[config.mk]
export PLATFORM = sky130hd
export DESIGN_NAME = clk_monitor
export DESIGN_NICKNAME = d
export VERILOG_FILES = /design/src/rtl/clk_monitor.sv
export SDC_FILE = /design/constraint.sdc
export NUM_CORES = 1
export LEC_CHECK = 0
export CORE_MARGIN = 5
export CORE_UTILIZATION = 42
export CTS_CLUSTER_SIZE = 14
export DETAILED_ROUTE_END_ITERATION = 6
export SYNTH_ARGS = -nofsm -noshare
export SYNTH_HDL_FRONTEND = slang
export SYNTH_SLANG_ARGS = --single-unit
[constraint.sdc]
create_clock -name clk -period 10.05 [get_ports clk]
set_clock_uncertainty 0.05 [all_clocks]
set_input_delay 1.005 -clock clk [delete_from_list [all_inputs] [get_ports clk]]
set_output_delay 1.005 -clock clk [all_outputs]
set_load 0.03 [all_outputs]
[src/rtl/clk_monitor.sv]
// clk_monitor: measures period and high time of an asynchronous monitored
// clock in system-clock cycles, accumulates them over 2^WIN_LOG2 periods and
// flags loss of clock.
module clk_monitor #(
  parameter int unsigned CNT_W       = 16,
  parameter int unsigned WIN_LOG2    = 4,
  parameter int unsigned SYNC_STAGES = 2,
  parameter int unsigned TIMEOUT     = 65535
) (
  input  logic                      clk,
  input  logic                      rst,
  input  logic                      en,
  input  logic                      mon_in,
  output logic [CNT_W-1:0]          period_last,
  output logic [CNT_W-1:0]          period_min,
  output logic [CNT_W-1:0]          period_max,
  output logic [CNT_W+WIN_LOG2-1:0] period_sum,
  output logic [CNT_W+WIN_LOG2-1:0] high_sum,
  output logic                      meas_valid,
  output logic                      clk_lost
);

  localparam int unsigned SUM_W = CNT_W + WIN_LOG2;
  localparam logic [CNT_W-1:0]    CNT_ONE = CNT_W'(1);
  localparam logic [CNT_W-1:0]    TMO_VAL = CNT_W'(TIMEOUT);
  localparam logic [WIN_LOG2-1:0] IDX_ONE = WIN_LOG2'(1);

  typedef enum logic [1:0] {IDLE, ARM, MEASURE} state_t;

  state_t               state_q;
  logic [SYNC_STAGES-1:0] sync_q;
  logic                 s_d_q;
  logic                 s;
  logic                 rise;

  logic [CNT_W-1:0]     per_cnt_q, hi_cnt_q;
  logic [WIN_LOG2-1:0]  idx_q;
  logic [CNT_W-1:0]     min_acc_q, max_acc_q;
  logic [SUM_W-1:0]     psum_acc_q, hsum_acc_q;

  logic [CNT_W-1:0]     period_last_q, period_min_q, period_max_q;
  logic [SUM_W-1:0]     period_sum_q, high_sum_q;
  logic                 meas_valid_q, clk_lost_q;

  logic [CNT_W-1:0]     per_inc_d, hi_inc_d, min_d, max_d;
  logic [SUM_W-1:0]     psum_d, hsum_d;
  logic                 timeout_hit;

  assign s    = sync_q[SYNC_STAGES-1];
  assign rise = s & ~s_d_q;

  // Synchronizer chain for the asynchronous monitored clock plus edge-detect delay
  always_ff @(posedge clk or posedge rst) begin
    if (rst) begin
      sync_q <= '0;
      s_d_q  <= 1'b0;
    end else begin
      sync_q <= {sync_q[SYNC_STAGES-2:0], mon_in};
      s_d_q  <= s;
    end
  end

  // Saturating increments, accumulator updates including the current period, timeout test
  always_comb begin
    per_inc_d   = (per_cnt_q == '1) ? per_cnt_q : per_cnt_q + CNT_ONE;
    hi_inc_d    = hi_cnt_q;
    if (s && (hi_cnt_q != '1)) hi_inc_d = hi_cnt_q + CNT_ONE;
    min_d       = (per_cnt_q < min_acc_q) ? per_cnt_q : min_acc_q;
    max_d       = (per_cnt_q > max_acc_q) ? per_cnt_q : max_acc_q;
    psum_d      = psum_acc_q + SUM_W'(per_cnt_q);
    hsum_d      = hsum_acc_q + SUM_W'(hi_cnt_q);
    timeout_hit = (per_cnt_q >= TMO_VAL);
  end

  // Measurement FSM; per_cnt_q doubles as the since-last-rise timeout counter in ARM
  always_ff @(posedge clk or posedge rst) begin
    if (rst) begin
      state_q       <= IDLE;
      per_cnt_q     <= '0;
      hi_cnt_q      <= '0;
      idx_q         <= '0;
      min_acc_q     <= '1;
      max_acc_q     <= '0;
      psum_acc_q    <= '0;
      hsum_acc_q    <= '0;
      period_last_q <= '0;
      period_min_q  <= '0;
      period_max_q  <= '0;
      period_sum_q  <= '0;
      high_sum_q    <= '0;
      meas_valid_q  <= 1'b0;
      clk_lost_q    <= 1'b0;
    end else begin
      meas_valid_q <= 1'b0;
      if (!en) begin
        state_q    <= IDLE;
        per_cnt_q  <= '0;
        hi_cnt_q   <= '0;
        idx_q      <= '0;
        clk_lost_q <= 1'b0;
      end else begin
        case (state_q)
          IDLE: begin
            per_cnt_q  <= '0;
            hi_cnt_q   <= '0;
            idx_q      <= '0;
            clk_lost_q <= 1'b0;
            state_q    <= ARM;
          end
          ARM: begin
            if (rise) begin
              per_cnt_q  <= CNT_ONE;
              hi_cnt_q   <= CNT_ONE;
              idx_q      <= '0;
              min_acc_q  <= '1;
              max_acc_q  <= '0;
              psum_acc_q <= '0;
              hsum_acc_q <= '0;
              clk_lost_q <= 1'b0;
              state_q    <= MEASURE;
            end else if (timeout_hit) begin
              clk_lost_q <= 1'b1;
              per_cnt_q  <= '0;
            end else begin
              per_cnt_q  <= per_inc_d;
            end
          end
          MEASURE: begin
            if (rise) begin
              period_last_q <= per_cnt_q;
              per_cnt_q     <= CNT_ONE;
              hi_cnt_q      <= CNT_ONE;
              idx_q         <= idx_q + IDX_ONE;
              if (idx_q == '1) begin
                period_min_q <= min_d;
                period_max_q <= max_d;
                period_sum_q <= psum_d;
                high_sum_q   <= hsum_d;
                meas_valid_q <= 1'b1;
                min_acc_q    <= '1;
                max_acc_q    <= '0;
                psum_acc_q   <= '0;
                hsum_acc_q   <= '0;
              end else begin
                min_acc_q    <= min_d;
                max_acc_q    <= max_d;
                psum_acc_q   <= psum_d;
                hsum_acc_q   <= hsum_d;
              end
            end else if (timeout_hit) begin
              clk_lost_q <= 1'b1;
              per_cnt_q  <= '0;
              hi_cnt_q   <= '0;
              idx_q      <= '0;
              state_q    <= ARM;
            end else begin
              per_cnt_q  <= per_inc_d;
              hi_cnt_q   <= hi_inc_d;
            end
          end
          default: state_q <= IDLE;
        endcase
      end
    end
  end

  assign period_last = period_last_q;
  assign period_min  = period_min_q;
  assign period_max  = period_max_q;
  assign period_sum  = period_sum_q;
  assign high_sum    = high_sum_q;
  assign meas_valid  = meas_valid_q;
  assign clk_lost    = clk_lost_q;

endmodule
* Word level (Yosys, flattened, before mapping)
Cells that the tools add are included.
Word-level totals: register bits after elaboration 203, bits in latches 0, RAM bits 0, memory bits (read-only) 0, input port bits 4, output and inout port bits 90, memories kept 0
Cells by class: $add $sub $neg 5, $mul 0, div/mod/pow operators 0, magnitude comparators 3, equal/unequal tests 15, shifts and indexed selects 0, mux-type cells 47, bitwise operators 2, reductions and logical operators 12
Operators with widths (count):
- two-way mux 16 bit | 17
- two-way mux 20 bit | 5
- case mux 16 bit (2 select lines) | 3
- case mux 20 bit (2 select lines) | 2
- case mux 16 bit (3 select lines) | 1
- adder 20 x 16 -> 20 bit | 2
- adder 16 x 1 -> 16 bit, second input constant | 2
- equality test 16 bit, second input constant | 1
- >= comparator 16 bit, second input constant | 1
- > comparator 16 bit | 1
- < comparator 16 bit | 1
- two-way mux 4 bit | 4
- inequality test 16 bit, second input constant | 1
- case mux 4 bit (3 select lines) | 1
- AND reduction 3 bit | 4
- inequality test 5 bit, second input constant | 2
- inequality test 3 bit, second input constant | 3
- two-way mux 1 bit | 8
- two-way mux 2 bit | 4
- AND reduction 4 bit | 2
- case mux 2 bit (3 select lines) | 1
- adder 4 x 1 -> 4 bit, second input constant | 1
- equality test 4 bit, second input constant | 1
- inequality test 2 bit, second input constant | 2
- other kinds (13) | 14

* Depth between registers and ports, before layout
Gate-level depths: netlist of the first run.
depth in word-level cells 7, depth in mapped cells 11

* Least setup slack after synthesis of the first run
No wires, ideal clock.
path kind input port to flip-flop, from input port en, to register per_cnt_q[10], library setup time 0.095 ns, data arrival time 2.248 ns, setup slack 7.656 ns, cell stages on the path 5, cells stage by stage clkbuf_1 nor3b_1 clkbuf_1 o21ai_0 o31ai_1
On the way: word-level cells in the longest chain between the ends 2
Ends and longest elaborated chain:
- from (decl) | line 12 | input logic en,
- inequality test 5 bit (no line) or inequality test 3 x 2 -> 1 bit (tied branches)
- AND reduction 2 bit (no line)
- to (signal assigned) | line 125 | per_cnt_q <= per_inc_d;
- to (signal assigned) | line 157 | per_cnt_q <= per_inc_d;
- to (decl) | line 36 | logic [CNT_W-1:0] per_cnt_q, hi_cnt_q;
Several ways; a longest one is shown, not always the timed one. A chain may end at the register's enable or synchronous reset.

* Final worst setup path of the first run
from input port en, to register period_min_q[13], in the netlist period_min[13]
On the way: word-level cells in the longest chain between the ends 1
Ends and longest elaborated chain:
- AND reduction 4 bit (no line)
- to (signal assigned) | line 135 | period_min_q <= min_d;
- to (decl) | line 41 | logic [CNT_W-1:0] period_last_q, period_min_q, period_max_q;
Every way passes these cells.

==> impl_metrics.env, run 1 <==
export IMPL_worstSkewPairLatency_ns=0.52
export IMPL_dpl_worst_slack_ns=4.380
export IMPL_synth_seq_area_share_pct=44.94
export IMPL_totalWireLength_mm=28.43
export IMPL_power_per_cell_area_nw_per_um2=167.5
export IMPL_yosys_top_cells_area="sky130_fd_sc_hd__dfrtp_1, sky130_fd_sc_hd__ha_1, sky130_fd_sc_hd__nand2_1"
export IMPL_design_final_nets=1356
export IMPL_fillCellCount=2496
export IMPL_place_port_buffers=93
export IMPL_timing_fmax_mhz=197.1
export IMPL_clock_sinks=203
export IMPL_met3_usage_pct=2.697
export IMPL_ir_worst_vdd_mv=0.09899
export IMPL_drt_first_iter_violations=591
export IMPL_syn_nets=1305
export IMPL_grt_start_max_net_pins=137
export IMPL_timing_final_max_slew_violations=0
export IMPL_synth_area_leader_cell="sky130_fd_sc_hd__dfrtp_1"
export IMPL_post_cts_resize_count=0
export IMPL_worstPathArrival_ns=5.41
export IMPL_most_common_layout_cells="sky130_fd_sc_hd__nand2_1, sky130_fd_sc_hd__dfrtp_1, sky130_fd_sc_hd__o21ai_0, sky130_fd_sc_hd__clkdlybuf4s50_1, sky130_fd_sc_hd__ha_1"
export IMPL_path_max_fanout=104
export IMPL_synth_ff_type="sky130_fd_sc_hd__dfrtp_1"
export IMPL_nature_of_the_critical_path_endpoint="flop"
export IMPL_drt_wirelength_per_cell_um=17.36
export IMPL_htree_levels=1
export IMPL_post_route_min_period_ns=5.075
export IMPL_power_switching_share_pct=27.50
export IMPL_synthDominantCellAreaShare_pct=41.24
export IMPL_clkSlewWorstSetupHoldPaths_ns=0.06
export IMPL_layout_commonest_cell="sky130_fd_sc_hd__nand2_1"
export IMPL_cts_repair_timing_setup_buffer_count=0
export IMPL_post_route_period_util_pct=50.50
export IMPL_drcViolationCount=0
export IMPL_row_count=60
export IMPL_timing_max_slew_rel_slack_pct=35.92
export IMPL_timing_max_cap_violations=0
export IMPL_root_buffer_cell="sky130_fd_sc_hd__clkbuf_16"
export IMPL_share_comb_of_total_power_pct=14.9
export IMPL_core_area_um2=26800
export IMPL_ys_types=74
export IMPL_antenna_diode_count=0
export IMPL_globalRouteTotalUtil_pct=18.21
export IMPL_sequentialPowerShare_pct=41.7
export IMPL_initial_utilization_pct=42.34
export IMPL_tightest_slew_ns=0.9611
export IMPL_setup_worst_path_class="primary input to flop"
export IMPL_synth_async_sr_flop_share_pct=100.0
export IMPL_route_antenna_remaining_nets=0
export IMPL_finalHoldViolations=0
export IMPL_setup_tns_ns=0
export IMPL_cts_tree="built"
export IMPL_final_critical_path_setup_slack_ns=4.975
export IMPL_grt_pass1_wl_mm=46.84
export IMPL_p_int_mw=1.616
export IMPL_clkPwrFrac_pct=43.4
export IMPL_synth_enable_flop_cells=0
export IMPL_area_taken_by_multi_input_logic_gates_um2=5707
export IMPL_cts_hold_buffers_added=0
export IMPL_design_power_total_mw=2.229
export IMPL_ys_ff_latch=203
export IMPL_grt_overflow_total=0
export IMPL_final_number_of_setup_violating_endpoints=0
export IMPL_syn_inst=1229
export IMPL_dp_final_hpwl_mm=18.86
export IMPL_fin_cells=1638
export IMPL_worstSetupStartpointType="primary input"
export IMPL_rsz0062_at_grt="false"
export IMPL_initial_antenna_violation_count=0
export IMPL_numCtsBuffers=24
export IMPL_clockBufferDepth=3
export IMPL_route_detailed_vias_per_inst=5.625
export IMPL_detail_route_first_pass_iterations=4
export IMPL_vias=9214
export IMPL_drive_gt1_share_pct=7.402
export IMPL_floorplan_die_area_um2=30400
export IMPL_chipWidth_um=174.4
export IMPL_syn_avg_cell_area_um2=9.233
export IMPL_run_status="finished, final reports clean"
export IMPL_critical_path_required_ns=10.39
export IMPL_grt_pass1_vias=8819
export IMPL_grt_busiest_layer="met2"
export IMPL_gr_usage_met2_pct=27.76
export IMPL_place_gp_congestion=0.8153
export IMPL_use_met1_pct=27.46
export IMPL_synthesis_area_um2=11350
export IMPL_dieHeight_um=174.4
export IMPL_floorplan_io_pins=94
export IMPL_netSwitchingPower_uw=612.9
export IMPL_area_sequential_um2=5100
export IMPL_min_delay_path_class="flop to flop"
export IMPL_placed_cells_incl_taps=1595
export IMPL_area_growth_pct=17.28
export IMPL_synth_yosys_warnings=0
export IMPL_p_leak_nw=6.291
stage by stage:
stage / util (%) / area (um^2) / hold WS [ns]
global route: 49.65 / 13310 / 0.3169
global placement: 46.37 / 12430 / 0.2889
finish: 49.65 / 13310 / 0.2990
CTS: 49.65 / 13310 / 0.3038
floorplan: - / 11350 / 0.2812
detailed placement: 46.37 / 12430 / 0.2903
Yosys cell counts (all sizes together), types with 5 or more instances:
cell type / n
and3: 16
a31oi: 9
a21oi: 55
nor3: 24
a21o: 21
ha: 70
nor2: 63
or2: 9
o22ai: 18
mux2i: 22
or4: 6
clkbuf: 45
o211ai: 5
inv: 50
o31ai: 23
a22o: 35
xnor2: 17
nand2: 207
nand4: 25
o21ai: 122
nand3: 40
nor2b: 9
o22a: 16
o21a: 5
dfstp: 16
xor2: 20
dfrtp: 187
buf: 32
or3: 5
flip-flops by register name, indices dropped and copies added, names as in the netlist, 4 cells and up:
name and count:
hi_cnt_q 16, period_sum 20, psum_acc_q 20, period_last 16
period_max 16, max_acc_q 16, idx_q 4, period_min 16
min_acc_q 16, per_cnt_q 16, hsum_acc_q 20, high_sum 20
layout make-up:
cell class	count	area share, %
inverters	50	1.467
well taps	341	3.206
clock inverters	15	1.833
repair buffers	102	7.503
flip-flops and latches	203	38.32
clock buffers	28	4.786
multi-input cells	899	42.88
metal layers:
layer  wire length, um  vias to the layer above
li1                  -                     4481
met1             14310                     4466
met2             12300                      226
met3              1333                       41
met4               484                        0
met5                 0                        -
cells by family after synthesis:
kind of cell,after synthesis,share of synthesized area [%]
buffers and inverters,127,4.808
muxes,24,2.139
xor gates and xnor gates,37,2.856
adders and majority gates,72,8.071
AOI/OAI and AO/OA,345,19.98
DFF,203,44.94
and+or+nand+nor,421,17.20
power by group through the flow:
stage          combinational [mW]  clock, mW  sequential (mW)
6_report                    0.332      0.967            0.930
2_1_floorplan               0.264          0            0.927
3_5_place_dp                0.334          0            0.944
5_1_grt                     0.371       1.02            0.936
4_1_cts                     0.335      0.990            0.930
3_3_place_gp                0.328          0            0.942
critical path: stages:
cell and delay, ns:
sky130_fd_sc_hd__clkdlybuf4s50_1 0.78, sky130_fd_sc_hd__nand3_1 0.74, sky130_fd_sc_hd__or2_4 0.50, sky130_fd_sc_hd__buf_4 0.39, sky130_fd_sc_hd__inv_1 0.82, sky130_fd_sc_hd__nand3_1 0.75
sky130_fd_sc_hd__o22ai_1 0.31, sky130_fd_sc_hd__nor3_1 0.09
path summary, 6_finish.rpt:
check / cells after the start / endpoint / start / slack [ns]
worst max-delay path: 8 / period_min[13] / en / 4.98
min in group asynchronous: 2 / hsum_acc_q[4] / rst / 1.05
max in group asynchronous: 3 / period_max[4] / rst / 7.45
worst min-delay path: 0 / sync_q[1] / sync_q[0] / 0.30
worst min register to register: 0 / sync_q[1] / sync_q[0] / 0.30
worst max register to register: 9 / period_min[13] / state_q[0] / 5.29
Power figures use the tool's default switching activity.
==> run 2: changes to the inputs <==
- clock period: 10.05 -> 4.7 ns (I/O delays scaled with it)
==> impl_metrics.env, run 2 (same netlist as run 1, synthesis figures left out) <==
export IMPL_place_port_buffers=93
export IMPL_timing_max_cap_violations=0
export IMPL_dpl_worst_slack_ns=1.198
export IMPL_crit_family="simple AND/OR/NAND/NOR gates"
export IMPL_rsz0062_at_grt="false"
export IMPL_timing_max_slew_rel_slack_pct=30.68
export IMPL_grt_start_max_net_pins=104
export IMPL_clock_sinks=203
export IMPL_finalHoldViolations=0
export IMPL_dp_final_hpwl_mm=19.59
export IMPL_grt_pass1_vias=9152
export IMPL_min_delay_path_depth=0
export IMPL_totalWireLength_mm=29.05
export IMPL_drt_first_iter_violations=638
export IMPL_rrSetupSlack_ns=1.55
export IMPL_worstSetupStartpointType="flop"
export IMPL_htree_levels=1
export IMPL_fillCellCount=2476
export IMPL_vias=9219
export IMPL_root_buffer_cell="sky130_fd_sc_hd__clkbuf_16"
export IMPL_power_per_cell_area_nw_per_um2=343.5
export IMPL_setup_tns_ns=0
export IMPL_route_antenna_remaining_nets=0
export IMPL_worstSkewPairLatency_ns=0.51
export IMPL_cts_repair_timing_setup_buffer_count=0
export IMPL_post_route_min_period_ns=3.149
export IMPL_drive_gt1_share_pct=7.379
export IMPL_numCtsBuffers=23
export IMPL_globalRouteTotalUtil_pct=19.03
export IMPL_ir_worst_vdd_mv=0.2139
export IMPL_floorplan_die_area_um2=30400
export IMPL_final_critical_path_setup_slack_ns=1.551
export IMPL_area_growth_pct=17.00
export IMPL_post_cts_resize_count=0
export IMPL_design_final_nets=1361
export IMPL_critical_path_required_ns=5.04
export IMPL_cp_slowest_cell="sky130_fd_sc_hd__nand3_1"
export IMPL_nature_of_the_critical_path_endpoint="flop"
export IMPL_initial_utilization_pct=42.34
export IMPL_cts_hold_buffers_added=0
export IMPL_chipWidth_um=174.4
export IMPL_route_detailed_vias_per_inst=5.614
export IMPL_drcViolationCount=0
export IMPL_core_area_um2=26800
export IMPL_p_leak_nw=6.288
export IMPL_timing_final_max_slew_violations=0
export IMPL_layout_commonest_cell="sky130_fd_sc_hd__nand2_1"
export IMPL_clockBufferDepth=3
export IMPL_worst_r2r_cell_count=10
export IMPL_initial_antenna_violation_count=0
export IMPL_floorplan_io_pins=94
export IMPL_dieHeight_um=174.4
export IMPL_most_common_layout_cells="sky130_fd_sc_hd__nand2_1, sky130_fd_sc_hd__dfrtp_1, sky130_fd_sc_hd__o21ai_0, sky130_fd_sc_hd__clkdlybuf4s50_1, sky130_fd_sc_hd__ha_1"
export IMPL_timing_fmax_mhz=317.6
export IMPL_startpoint_of_the_tightest_hold_check_path="sync_q[0]"
export IMPL_drt_wirelength_per_cell_um=17.69
export IMPL_clkSlewWorstSetupHoldPaths_ns=0.06
export IMPL_hold_end="sync_q[1]"
export IMPL_grt_pass1_wl_mm=48.47
export IMPL_cp_buffers_inverters=4
export IMPL_final_number_of_setup_violating_endpoints=0
export IMPL_row_count=60
export IMPL_min_delay_path_class="flop to flop"
export IMPL_regToRegEndpoint="period_min[12]"
export IMPL_cells_along_the_critical_path="inv_1 > ha_1 > nand3_1 > buf_4 > or2_4 > inv_1 > buf_4 > nand3_1 > o22ai_1 > nor3_1"
export IMPL_detail_route_first_pass_iterations=5
export IMPL_antenna_diode_count=0
export IMPL_worstPathArrival_ns=3.49
export IMPL_cts_tree="built"
export IMPL_cp_slowest_stage_delay_ns=0.58
export IMPL_grt_overflow_total=0
export IMPL_run_status="finished, final reports clean"
export IMPL_r2r_start="state_q[0]"
export IMPL_tightest_slew_ns=1.038
export IMPL_post_route_period_util_pct=67.00
export IMPL_path_max_fanout=30
export IMPL_place_gp_congestion=0.8462
export IMPL_setup_worst_path_class="flop to flop"
## run 2: cell count changes in the layout (fill, tap and decap cells not counted)
cell | before | now
sky130_fd_sc_hd__nand2_2 | 3 | 2
sky130_fd_sc_hd__inv_6 | 2 | 0
sky130_fd_sc_hd__buf_4 | 9 | 13
sky130_fd_sc_hd__clkinvlp_4 | 3 | 1
sky130_fd_sc_hd__buf_12 | 0 | 2
sky130_fd_sc_hd__clkbuf_16 | 25 | 23
sky130_fd_sc_hd__clkinv_4 | 1 | 0
sky130_fd_sc_hd__nand2_1 | 203 | 204
sky130_fd_sc_hd__clkbuf_8 | 0 | 6
sky130_fd_sc_hd__bufinv_16 | 6 | 3
sky130_fd_sc_hd__inv_8 | 1 | 0
sky130_fd_sc_hd__clkbuf_1 | 3 | 6
## run 2: worst max path at each step
stage	from	endpoint	cells after the start
after floorplan	rst	clk_lost	1
after global placement	en	period_min[8]	9
after detailed placement	en	period_min[13]	9
after CTS	state_q[0]	period_min[13]	10
after global routing	state_q[0]	period_min[15]	10
final	state_q[0]	period_min[12]	10
## run 2: metrics by stage
stage	hold WS, ns	total power, mW	instance area (um^2)	instances	utilization, %
6_report	0.3042	4.560	13280	1642	49.54
4_1_cts	0.3103	4.612	13280	1642	49.54
5_1_grt	0.3179	4.789	13280	1642	49.54
3_3_place_gp	0.2918	2.712	12490	1601	46.61
3_5_place_dp	0.2964	2.720	12490	1601	46.61
2_1_floorplan	0.2812	2.548	11350	1229	-
## run 2: layer usage
layer	global-route usage [%]	vias to the layer above	part of all wire, %
li1	-	4500	-
met1	28.21	4448	49
met2	29.45	225	44
met3	2.371	46	4.9
met4	5.180	0	2.3
met5	0	-	0
## run 2: cell type report
class                      count  area [um^2]  area share [%]
clock inverter                 6        105.1          0.7916
inverter                      50        191.4           1.442
multi-input combinational    899         5704           42.96
tap                          341        426.7           3.214
sequential                   203         5100           38.41
clock buffer                  35        680.7           5.127
timing repair buffer         108         1069           8.048
## run 2: where the power goes
part | internal [mW] | switching [mW]
logic | 0.269 | 0.434
registers | 1.88 | 0.102
clock network | 1.16 | 0.713
## run 2: worst reg2reg max path: stages, from the launching register on
cell	delay, ns
sky130_fd_sc_hd__dfrtp_1	0.42
sky130_fd_sc_hd__inv_1	0.10
sky130_fd_sc_hd__ha_1	0.44
sky130_fd_sc_hd__nand3_1	0.13
sky130_fd_sc_hd__buf_4	0.25
sky130_fd_sc_hd__or2_4	0.28
sky130_fd_sc_hd__inv_1	0.07
sky130_fd_sc_hd__buf_4	0.31
sky130_fd_sc_hd__nand3_1	0.59
sky130_fd_sc_hd__o22ai_1	0.32
sky130_fd_sc_hd__nor3_1	0.09
==> run 3: changes to the inputs <==
- clock period: 4.7 -> 2.7 ns (I/O delays scaled with it)
==> impl_metrics.env, run 3 (same netlist as run 1, synthesis figures left out) <==
export IMPL_most_common_layout_cells="sky130_fd_sc_hd__nand2_1, sky130_fd_sc_hd__dfrtp_1, sky130_fd_sc_hd__o21ai_0, sky130_fd_sc_hd__clkdlybuf4s50_1, sky130_fd_sc_hd__ha_1"
export IMPL_post_route_period_util_pct=95.27
export IMPL_grt_pass1_vias=9369
export IMPL_dp_final_hpwl_mm=20.94
export IMPL_timing_max_cap_violations=0
export IMPL_place_gp_congestion=0.8743
export IMPL_worstSkewPairLatency_ns=0.53
export IMPL_floorplan_die_area_um2=30400
export IMPL_final_critical_path_setup_slack_ns=0.1278
export IMPL_place_port_buffers=93
export IMPL_min_delay_path_class="primary input to flop"
export IMPL_power_per_cell_area_nw_per_um2=606.2
export IMPL_cp_slowest_stage_delay_ns=0.42
export IMPL_initial_antenna_violation_count=0
export IMPL_core_area_um2=26800
export IMPL_netSwitchingPower_mw=2.307
export IMPL_clkSlewWorstSetupHoldPaths_ns=0.06
export IMPL_run_status="finished, final reports clean"
export IMPL_tightest_slew_ns=0.6316
export IMPL_path_max_fanout=8
export IMPL_drt_first_iter_violations=653
export IMPL_cells_along_the_critical_path="buf_4 > ha_1 > nand3_1 > nor4_4 > a31oi_4 > a21boi_2 > or2_4 > o41ai_2"
export IMPL_floorplan_io_pins=94
export IMPL_vias=9383
export IMPL_drcViolationCount=0
export IMPL_grt_overflow_total=0
export IMPL_globalRouteTotalUtil_pct=19.43
export IMPL_critical_path_required_ns=3.06
export IMPL_chipWidth_um=174.4
export IMPL_finalHoldViolations=0
export IMPL_dieHeight_um=174.4
export IMPL_route_detailed_vias_per_inst=5.575
export IMPL_power_switching_share_pct=27.68
export IMPL_nature_of_the_critical_path_endpoint="flop"
export IMPL_drt_wirelength_per_cell_um=17.60
export IMPL_setup_worst_path_class="flop to flop"
export IMPL_ir_worst_vdd_mv=0.3794
export IMPL_timing_final_max_slew_violations=0
export IMPL_cp_slowest_cell="sky130_fd_sc_hd__dfrtp_1"
export IMPL_clockBufferDepth=3
export IMPL_post_place_instance_area_um2=12800
export IMPL_clkPwrFrac_pct=41.8
export IMPL_sequentialPowerShare_pct=41.1
export IMPL_initial_utilization_pct=42.34
export IMPL_row_count=60
export IMPL_share_comb_of_total_power_pct=17.0
export IMPL_finish_utilization_pct=51.28
export IMPL_drive_gt1_share_pct=11.33
export IMPL_dpl_worst_slack_ns=0.02783
export IMPL_htree_levels=1
export IMPL_detail_route_first_pass_iterations=7
export IMPL_grt_start_max_net_pins=89
export IMPL_layout_commonest_cell="sky130_fd_sc_hd__nand2_1"
export IMPL_final_number_of_setup_violating_endpoints=0
export IMPL_antenna_diode_count=0
export IMPL_worstPathArrival_ns=2.94
export IMPL_route_antenna_remaining_nets=0
export IMPL_p_int_mw=6.025
export IMPL_totalWireLength_mm=29.63
export IMPL_post_route_min_period_ns=2.572
export IMPL_rsz0062_at_grt="true"
export IMPL_cts_tree="built"
export IMPL_grt_pass1_wl_mm=49.87
export IMPL_area_of_all_placed_cells_without_fillers_um2=13740
export IMPL_timing_fmax_mhz=388.8
export IMPL_numCtsBuffers=23
export IMPL_worstSetupStartpointType="flop"
export IMPL_design_final_nets=1401
export IMPL_timing_max_slew_rel_slack_pct=57.89
export IMPL_root_buffer_cell="sky130_fd_sc_hd__clkbuf_16"
export IMPL_design_power_total_mw=8.332
export IMPL_area_growth_pct=21.12
export IMPL_p_leak_nw=6.526
export IMPL_clock_sinks=203
==> run 3: cell count changes in the layout (fill, tap and decap cells not counted), sizes merged <==
cell      before  now
bufinv         3    5
clkinv         3    2
clkinvlp       1    2
buf           15   55
inv           49   50
clkbuf        35   33
==> run 3: repair_timing <==
item,4_1_cts,5_1_grt
setup buffers,0,0
hold endpoints to repair,0,0
hold buffers,0,0
gates resized for setup,0,23
setup endpoints to repair,0,73
==> run 3: area by class of cell <==
| class | count | area [um^2] |
|---|---|---|
| well taps | 341 | 426.7 |
| flip-flops and latches | 203 | 5100 |
| clock inverters | 9 | 187.7 |
| multi-input cells | 899 | 5786 |
| repair buffers | 148 | 1389 |
| fillers | 2494 | 13060 |
| clock buffers | 33 | 663.1 |
| inverters | 50 | 191.4 |
==> run 3: worst paths after layout <==
| kind | start | endpoint | slack [ns] | depth (start not counted) |
|---|---|---|---|---|
| worst max-delay path | per_cnt_q[0] | hi_cnt_q[12] | 0.13 | 8 |
| worst min-delay path | mon_in | sync_q[0] | 0.14 | 1 |
| worst max register to register | per_cnt_q[0] | hi_cnt_q[12] | 0.13 | 8 |
| worst min register to register | sync_q[0] | sync_q[1] | 0.31 | 0 |
| max in group asynchronous | rst | high_sum[11] | 1.83 | 3 |
| min in group asynchronous | rst | period_sum[6] | 0.19 | 3 |
==> run 3: routing by layer <==
metal | global-route usage (%) | wire length [um]
met5 | 0 | 0
met4 | 4.421 | 564
met3 | 2.914 | 1520
met2 | 30.34 | 13050
met1 | 28.62 | 14490
==> run 3: critical path, delay by kind of cell, from the launching register on <==
kind / cells / cell delay, ns
fa+ha+maj: 1 / 0.24
compound gates: 3 / 0.70
simple gates: 3 / 0.84
buf+inv: 1 / 0.21
flops: 1 / 0.42
==> run 3: power by group through the flow <==
stage / clock, mW / sequential, mW / combinational [mW]
final: 3.49 / 3.43 / 1.42
after global routing: 3.72 / 3.45 / 1.58
after CTS: 3.59 / 3.42 / 1.38
after detailed placement: 0 / 3.47 / 1.37
after global placement: 0 / 3.47 / 1.36
after floorplan: 0 / 3.45 / 0.984
==> run 3: stage by stage <==
stage                     instances  TNS, ns  hold WS (ns)
after detailed placement       1641        0        0.2977
final                          1683        0        0.1381
after global routing           1683  -0.2453        0.1120
after global placement         1641        0        0.2897
after CTS                      1683        0        0.1176
after floorplan                1229   -44.36        0.2514
